`config.mk`:
```
export PLATFORM = sky130hd
export DESIGN_NAME = patch_sequencer
export DESIGN_NICKNAME = d
export VERILOG_FILES = /design/src/rtl/nn_stage1_pkg.sv /design/src/rtl/patch_sequencer_position_counter.sv /design/src/rtl/patch_sequencer.sv
export SDC_FILE = /design/constraint.sdc
export NUM_CORES = 1
export LEC_CHECK = 0
export CORE_MARGIN = 3
export CORE_UTILIZATION = 52
export CTS_CLUSTER_DIAMETER = 40
export DETAILED_ROUTE_END_ITERATION = 6
export PLACE_DENSITY = 0.78
export SETUP_SLACK_MARGIN = 0.2
export SLEW_MARGIN = 20
export SYNTH_ARGS = -nofsm -noshare
export SYNTH_HDL_FRONTEND = slang
export SYNTH_SLANG_ARGS = --single-unit
```
`constraint.sdc`:
```
create_clock -name clock -period 3.8 [get_ports clock]
set_input_delay 1.14 -clock clock [delete_from_list [all_inputs] [get_ports clock]]
set_output_delay 1.14 -clock clock [all_outputs]
set_load 0.01 [all_outputs]
```
`src/rtl/nn_stage1_pkg.sv`:
```
// ---------------------------------------------------------------------------
// nn_stage1_pkg
// Shared constants and state encoding for the first-stage patch extraction
// control path (patch_sequencer and the downstream column_index_counter).
// No ports; import with "import nn_stage1_pkg::*;".
// ---------------------------------------------------------------------------
package nn_stage1_pkg;

  localparam int IMG_W           = 12;   // image width and height, pixels
  localparam int QUAD_W          = 6;    // quadrant width and height
  localparam int KERNEL          = 3;    // patch edge and stride
  localparam int PIXELS_PER_PASS = IMG_W * IMG_W;

  typedef enum logic [1:0] {
    IDLE = 2'd0,
    LOAD = 2'd1,
    RUN  = 2'd2,
    DONE = 2'd3
  } state_t;

endpackage

```
`src/rtl/patch_sequencer_position_counter.sv`:
```
// ---------------------------------------------------------------------------
// patch_position_counter
// Nested position counters for the patch walk, innermost first:
//   kcol 0..2, krow 0..2, pcol 0..1, prow 0..1, quad 0..3.
// Each counter wraps to 0 on saturation and carries into the next one.
// Ports:
//   clock, clear    : clock and synchronous active-high clear (zeroes all)
//   advance         : step to the next pixel position
//   kcol..quad      : current position
//   kcol_wrap       : kcol is at its last value (end of a kernel row)
//   krow_wrap       : last pixel of a patch
//   prow_wrap       : last pixel of a quadrant
//   quad_wrap       : last pixel of the whole image
// ---------------------------------------------------------------------------
module patch_position_counter
  import nn_stage1_pkg::*;
(
  input  logic       clock,
  input  logic       clear,
  input  logic       advance,
  output logic [1:0] kcol,
  output logic [1:0] krow,
  output logic       pcol,
  output logic       prow,
  output logic [1:0] quad,
  output logic       kcol_wrap,
  output logic       krow_wrap,
  output logic       prow_wrap,
  output logic       quad_wrap
);

  logic pcol_wrap;

  // Wrap flags are cumulative: each one means "this counter and all inner
  // counters are saturated", i.e. the carry out of that level.
  assign kcol_wrap = (kcol == 2'(KERNEL - 1));
  assign krow_wrap = kcol_wrap && (krow == 2'(KERNEL - 1));
  assign pcol_wrap = krow_wrap && pcol;
  assign prow_wrap = pcol_wrap && prow;
  assign quad_wrap = prow_wrap && (quad == 2'd3);

  always_ff @(posedge clock) begin
    if (clear) begin
      kcol <= 2'd0;
      krow <= 2'd0;
      pcol <= 1'b0;
      prow <= 1'b0;
      quad <= 2'd0;
    end else if (advance) begin
      kcol <= kcol_wrap ? 2'd0 : kcol + 2'd1;
      if (kcol_wrap) krow <= krow_wrap ? 2'd0 : krow + 2'd1;
      if (krow_wrap) pcol <= ~pcol;
      if (pcol_wrap) prow <= ~prow;
      if (prow_wrap) quad <= quad + 2'd1;   // 2-bit natural wrap 3 -> 0
    end
  end

endmodule

```
`src/rtl/patch_sequencer.sv`:
```
// ---------------------------------------------------------------------------
// patch_sequencer
// Walks a 12x12 image as four 6x6 quadrants, each split into four 3x3
// patches, emitting one pixel position per RUN cycle together with the
// strobes that drive column_index_counter and a flat image-buffer address.
// Ports:
//   clock, clear   : clock, synchronous active-high reset
//   start          : begin a full-image pass; sampled only in IDLE
//   busy           : high in LOAD and RUN
//   done           : one-cycle pulse in DONE
//   counter_clear  : holds downstream column counter at its base (not RUN)
//   pixel_valid    : high on every RUN cycle
//   new_row        : last pixel of a kernel row
//   new_vector     : last pixel of a patch
//   quadrant_lsb   : lsb of the NEXT pixel's quadrant (lookahead)
//   quadrant       : quadrant of the current pixel
//   row_index      : image row of the current pixel, 0..11
//   pixel_addr     : row_index*12 + column
//   state          : current FSM state (observability)
// Handshake: start is a level; it is acted on at any edge where the FSM is
// in IDLE and ignored everywhere else, so a start held high re-launches a
// pass straight after the IDLE cycle that follows DONE.
// ---------------------------------------------------------------------------
module patch_sequencer
  import nn_stage1_pkg::*;
#(
  parameter int ADDR_W = 8
) (
  input  logic              clock,
  input  logic              clear,
  input  logic              start,
  output logic              busy,
  output logic              done,
  output logic              counter_clear,
  output logic              pixel_valid,
  output logic              new_row,
  output logic              new_vector,
  output logic              quadrant_lsb,
  output logic [1:0]        quadrant,
  output logic [3:0]        row_index,
  output logic [ADDR_W-1:0] pixel_addr,
  output state_t            state
);

  logic [1:0]        kcol;
  logic [1:0]        krow;
  logic              pcol;
  logic              prow;
  logic [1:0]        quad;
  logic              kcol_wrap;
  logic              krow_wrap;
  logic              prow_wrap;
  logic              quad_wrap;
  logic              last_sent;   // the pixel on the outputs is pixel 144
  logic              emit;
  logic [3:0]        cur_row;
  logic [3:0]        cur_col;
  logic [ADDR_W-1:0] cur_addr;
  logic              next_quad_lsb;

  // The position counter always holds the next pixel to put on the outputs.
  // Pixel 1 is emitted on the LOAD -> RUN edge.
  assign emit = (state == LOAD) || ((state == RUN) && !last_sent);

  patch_position_counter u_pos (
    .clock     (clock),
    .clear     (clear),
    .advance   (emit),
    .kcol      (kcol),
    .krow      (krow),
    .pcol      (pcol),
    .prow      (prow),
    .quad      (quad),
    .kcol_wrap (kcol_wrap),
    .krow_wrap (krow_wrap),
    .prow_wrap (prow_wrap),
    .quad_wrap (quad_wrap)
  );

  assign cur_row  = (quad[1] ? 4'(QUAD_W) : 4'd0) + (prow ? 4'(KERNEL) : 4'd0) + {2'b00, krow};
  assign cur_col  = (quad[0] ? 4'(QUAD_W) : 4'd0) + (pcol ? 4'(KERNEL) : 4'd0) + {2'b00, kcol};
  assign cur_addr = ADDR_W'(cur_row) * ADDR_W'(IMG_W) + ADDR_W'(cur_col);

  // The quadrant increments exactly when the pixel being emitted closes a
  // quadrant, so the next pixel's quadrant lsb is the current lsb toggled.
  // On pixel 144 this yields 0 because 3 wraps to 0.
  assign next_quad_lsb = quad[0] ^ prow_wrap;

  always_ff @(posedge clock) begin
    if (clear) begin
      state         <= IDLE;
      busy          <= 1'b0;
      done          <= 1'b0;
      counter_clear <= 1'b1;
      pixel_valid   <= 1'b0;
      new_row       <= 1'b0;
      new_vector    <= 1'b0;
      quadrant_lsb  <= 1'b0;
      quadrant      <= 2'd0;
      row_index     <= 4'd0;
      pixel_addr    <= '0;
      last_sent     <= 1'b0;
    end else begin
      // Non-RUN output values; the emit branch below overrides them.
      busy          <= 1'b0;
      done          <= 1'b0;
      counter_clear <= 1'b1;
      pixel_valid   <= 1'b0;
      new_row       <= 1'b0;
      new_vector    <= 1'b0;
      quadrant_lsb  <= 1'b0;
      quadrant      <= 2'd0;
      row_index     <= 4'd0;
      pixel_addr    <= '0;
      last_sent     <= 1'b0;

      case (state)
        IDLE: begin
          if (start) begin
            state <= LOAD;
            busy  <= 1'b1;
          end
        end
        LOAD: begin
          state <= RUN;
        end
        RUN: begin
          if (last_sent) begin
            state <= DONE;
            done  <= 1'b1;
          end
        end
        DONE: begin
          state <= IDLE;
        end
        default: begin
          state <= IDLE;
        end
      endcase

      if (emit) begin
        busy          <= 1'b1;
        counter_clear <= 1'b0;
        pixel_valid   <= 1'b1;
        new_row       <= kcol_wrap;
        new_vector    <= krow_wrap;
        quadrant_lsb  <= next_quad_lsb;
        quadrant      <= quad;
        row_index     <= cur_row;
        pixel_addr    <= cur_addr;
        last_sent     <= quad_wrap;
      end
    end
  end

endmodule

```
==> impl_metrics.csv <==
group,metric,value,unit
placement,routabilityCongestion,0.839,
critical_path,crit_arrival,3.51,ns
synthesis,ys_seq_elements,32,
pwr,finalPower,0.918,mW
die,rows,19,
clock_network,clock_latency,0.34,ns
synthesis,syn-num-nets,176,
sta,finalHoldViolations,0,
clock_network,cts_hold_buf,0,
clock_network,root_buffer,"clkbuf_4",
clock_network,cts_resized,0,
synthesis,yosys_warnings,0,
global_route,grt_first_pass_wirelength,4220,microns
sta,slew_headroom,55.9,%
synthesis,synth_top_area_share,41.3,%
die,die_w,60.6,microns
critical_path,r2r-start,"u_pos.krow[1]",
critical_path,crit_type,"reg2reg",
synthesis,synth-edff-count,0,
sta,max_freq,0.305,GHz
synthesis,synth_area,0.00155,sq mm
critical_path,cp-start-kind,"flip-flop",
clock_network,numClockSinks,32,
routing,wl_per_cell,11.7,microns
sta,fin_crit,3.28,ns
placement,hpwl,1950,microns
die,core,0.00281,sq mm
routing,remaining_drc_errors,0,
pwr,peakVddDrop,447,uV
sta,fin_tns_setup,0,ns
layout,diodes,0,
routing,viasPerCell,5.18,
routing,antenna_left,0,
sta,period_share,86.3,%
synthesis,synth_cell_types,34,
synthesis,synthTopCellsByCount,"dfxtp_1, nor2_1, ha_1",
layout,fin_util,67.4,%
routing,drt-total-wl,2490,microns
sta,rsz0062_at_grt,"false",
layout,drive_above_1_share,8.79,%
routing,dr.pass1.iters,4,
sta,slew_violations,0,
critical_path,worstPathMaxFanout,4,
synthesis,synth.most_common_cell,"dfxtp_1",
global_route,antenna_found_initial,0,
critical_path,cp-end-kind,"flip-flop",
die,io-pin-count,26,
die,start_util,55.3,%
layout,fin_nets,205,
outcome,status,"finished, final reports clean",
sta,clock_skew,0.0115,ns
layout,syn_to_final_growth,21.9,%
pwr,power.leakage,0.816,nW
global_route,grtUsageTotal,15.9,%
routing,drtIter0Drc,23,
clock_network,clockBufferDepth,2,
global_route,overflow,0,
global_route,grt_max_degree,16,
routing,vias,1104,
run,maxCapViolCount,0,
critical_path,worstPathRequired,4.02,ns
clock_network,cts_tree,"built",
synthesis,ys.flop_type,"dfxtp_1",
critical_path,crit_start,"u_pos.krow[1]",
synthesis,synth_top_cells_by_area,"dfxtp_1, ha_1, fa_1",
sta,report.final.setup_viol,0,
clock_network,postCtsSetupBuffers,0,
clock_network,clk_pin_slew,0.10,ns
synthesis,syn_avg_cell_area,10.2,sq um
die,die_h,60.6,microns
pwr,power_density,486,mW/mm^2
global_route,grt_pass1_vias,1035,
synthesis,yosysSeqAreaShare,41.3,%
clock_network,cts_buffers,5,
min_path,hold_class,"reg2reg",
synthesis,async_reset_ff_share,0,%
min_path,hp-start,"last_sent",
clock_network,htree_num_levels,2,
synthesis,yosys.area.top_type,"dfxtp_1",
placement,io_buffers,25,
synthesis,syn_inst,152,
sta,worstMarginPinSlew,0.659,ns
die,dieArea,0.00367,sq mm
[cells in the final DEF, fill, tap and decap left out]
master           Yosys  layout
o21ai_2              1       1
and2b_1              1       1
o211ai_1             2       2
xor2_1               5       5
and2_1               6       6
mux2_1               1       1
nand2_1              8       8
nor2_1              17      17
fa_1                 5       5
or3_1                2       2
nor2_8               2       2
xnor2_1              2       2
dfxtp_1             32      32
o211a_1              1       1
clkinv_2             0       1
clkbuf_4             0       5
a21oi_2              1       1
or3b_1               1       1
clkdlybuf4s50_1      0      25
a21o_1               1       1
nor2b_2              1       1
mux2i_1              1       1
and3_1               2       2
nor3_1               4       4
clkbuf_1             1       1
a211oi_1             1       1
ha_1                16      16
or3_4                1       1
inv_1               12      12
a21o_2               1       1
inv_2                1       1
o21ai_0              3       3
and3_4               1       1
o2111ai_1            4       4
a21oi_1              8       8
bufinv_16            0       1
nor2b_1              5       5
[flip-flops by register name, summed over array words and instances, names as in the netlist, 2 cells and up]
signal / flops
u_pos.quad: 2
quadrant: 2
u_pos.krow: 2
row_index: 4
state: 2
pixel_addr: 8
u_pos.kcol: 2
[per-layer routing]
| metal | share of wire [%] | vias to the layer above | wire length, microns | track usage, % |
|---|---|---|---|---|
| met5 | 0 | - | 0 | 0 |
| met4 | 2.5 | 0 | 62 | 8.67 |
| met3 | 5.4 | 6 | 135 | 6.81 |
| met1 | 45 | 514 | 1110 | 18.3 |
| met2 | 47 | 19 | 1180 | 24.9 |
| li1 | - | 565 | - | - |
[per-stage QoR]
stage | hold slack (ns) | area [sq um] | setup slack, ns | std cells
6_report | 0.463 | 1890 | 0.519 | 213
5_1_grt | 0.498 | 1890 | 0.361 | 213
4_1_cts | 0.463 | 1890 | 0.504 | 213
3_5_place_dp | 0.447 | 1810 | 0.521 | 205
3_3_place_gp | 0.445 | 1810 | 0.633 | 205
2_1_floorplan | 0.428 | 1550 | 0.675 | 152
[worst max-delay path: stages (launching register included)]
cell and delay [ns]:
dfxtp_1 0.37, inv_1 0.08, fa_1 0.54, inv_1 0.04, ha_1 0.18, inv_1 0.06
fa_1 0.44, inv_1 0.15, ha_1 0.29, and3_4 0.19, or3_4 0.38, a21oi_2 0.15
mux2_1 0.31
[worst paths after layout]
| kind | endpoint | slack (ns) | depth (start not counted) |
|---|---|---|---|
| hold reg to reg | done | 0.46 | 2 |
| hold / removal | done | 0.46 | 2 |
| setup / recovery | pixel_addr[7] | 0.52 | 12 |
| setup reg to reg | pixel_addr[7] | 0.52 | 12 |
[logic make-up (layout without fill, tap and decap cells)]
family / count (synthesis) / after routing / share of synthesized area (%)
flops: 32 / 32 / 41.3
xor+xnor: 7 / 7 / 3.95
buf+inv: 16 / 46 / 4.84
compound gates: 23 / 23 / 10.1
fa+ha+maj: 21 / 21 / 19.4
mux: 2 / 2 / 1.37
simple gates: 51 / 51 / 19.0
[power by group]
group          switching (mW)  leakage [nW]  total (mW)  internal (mW)
logic                   0.158         0.514       0.276          0.118
registers              0.0230         0.259       0.394          0.370
clock network           0.111        0.0422       0.248          0.138
total                   0.292         0.816       0.918          0.626
[area by class of cell]
type / instances / area [sq um]
clock buffer: 6 / 41.3
inverter: 13 / 48.8
tap: 31 / 38.8
multi-input combinational: 104 / 835
clock inverter: 2 / 35.0
timing repair buffer: 25 / 250
fill: 220 / 916
sequential: 32 / 641
Note: power is estimated with default switching activity, not from simulation.
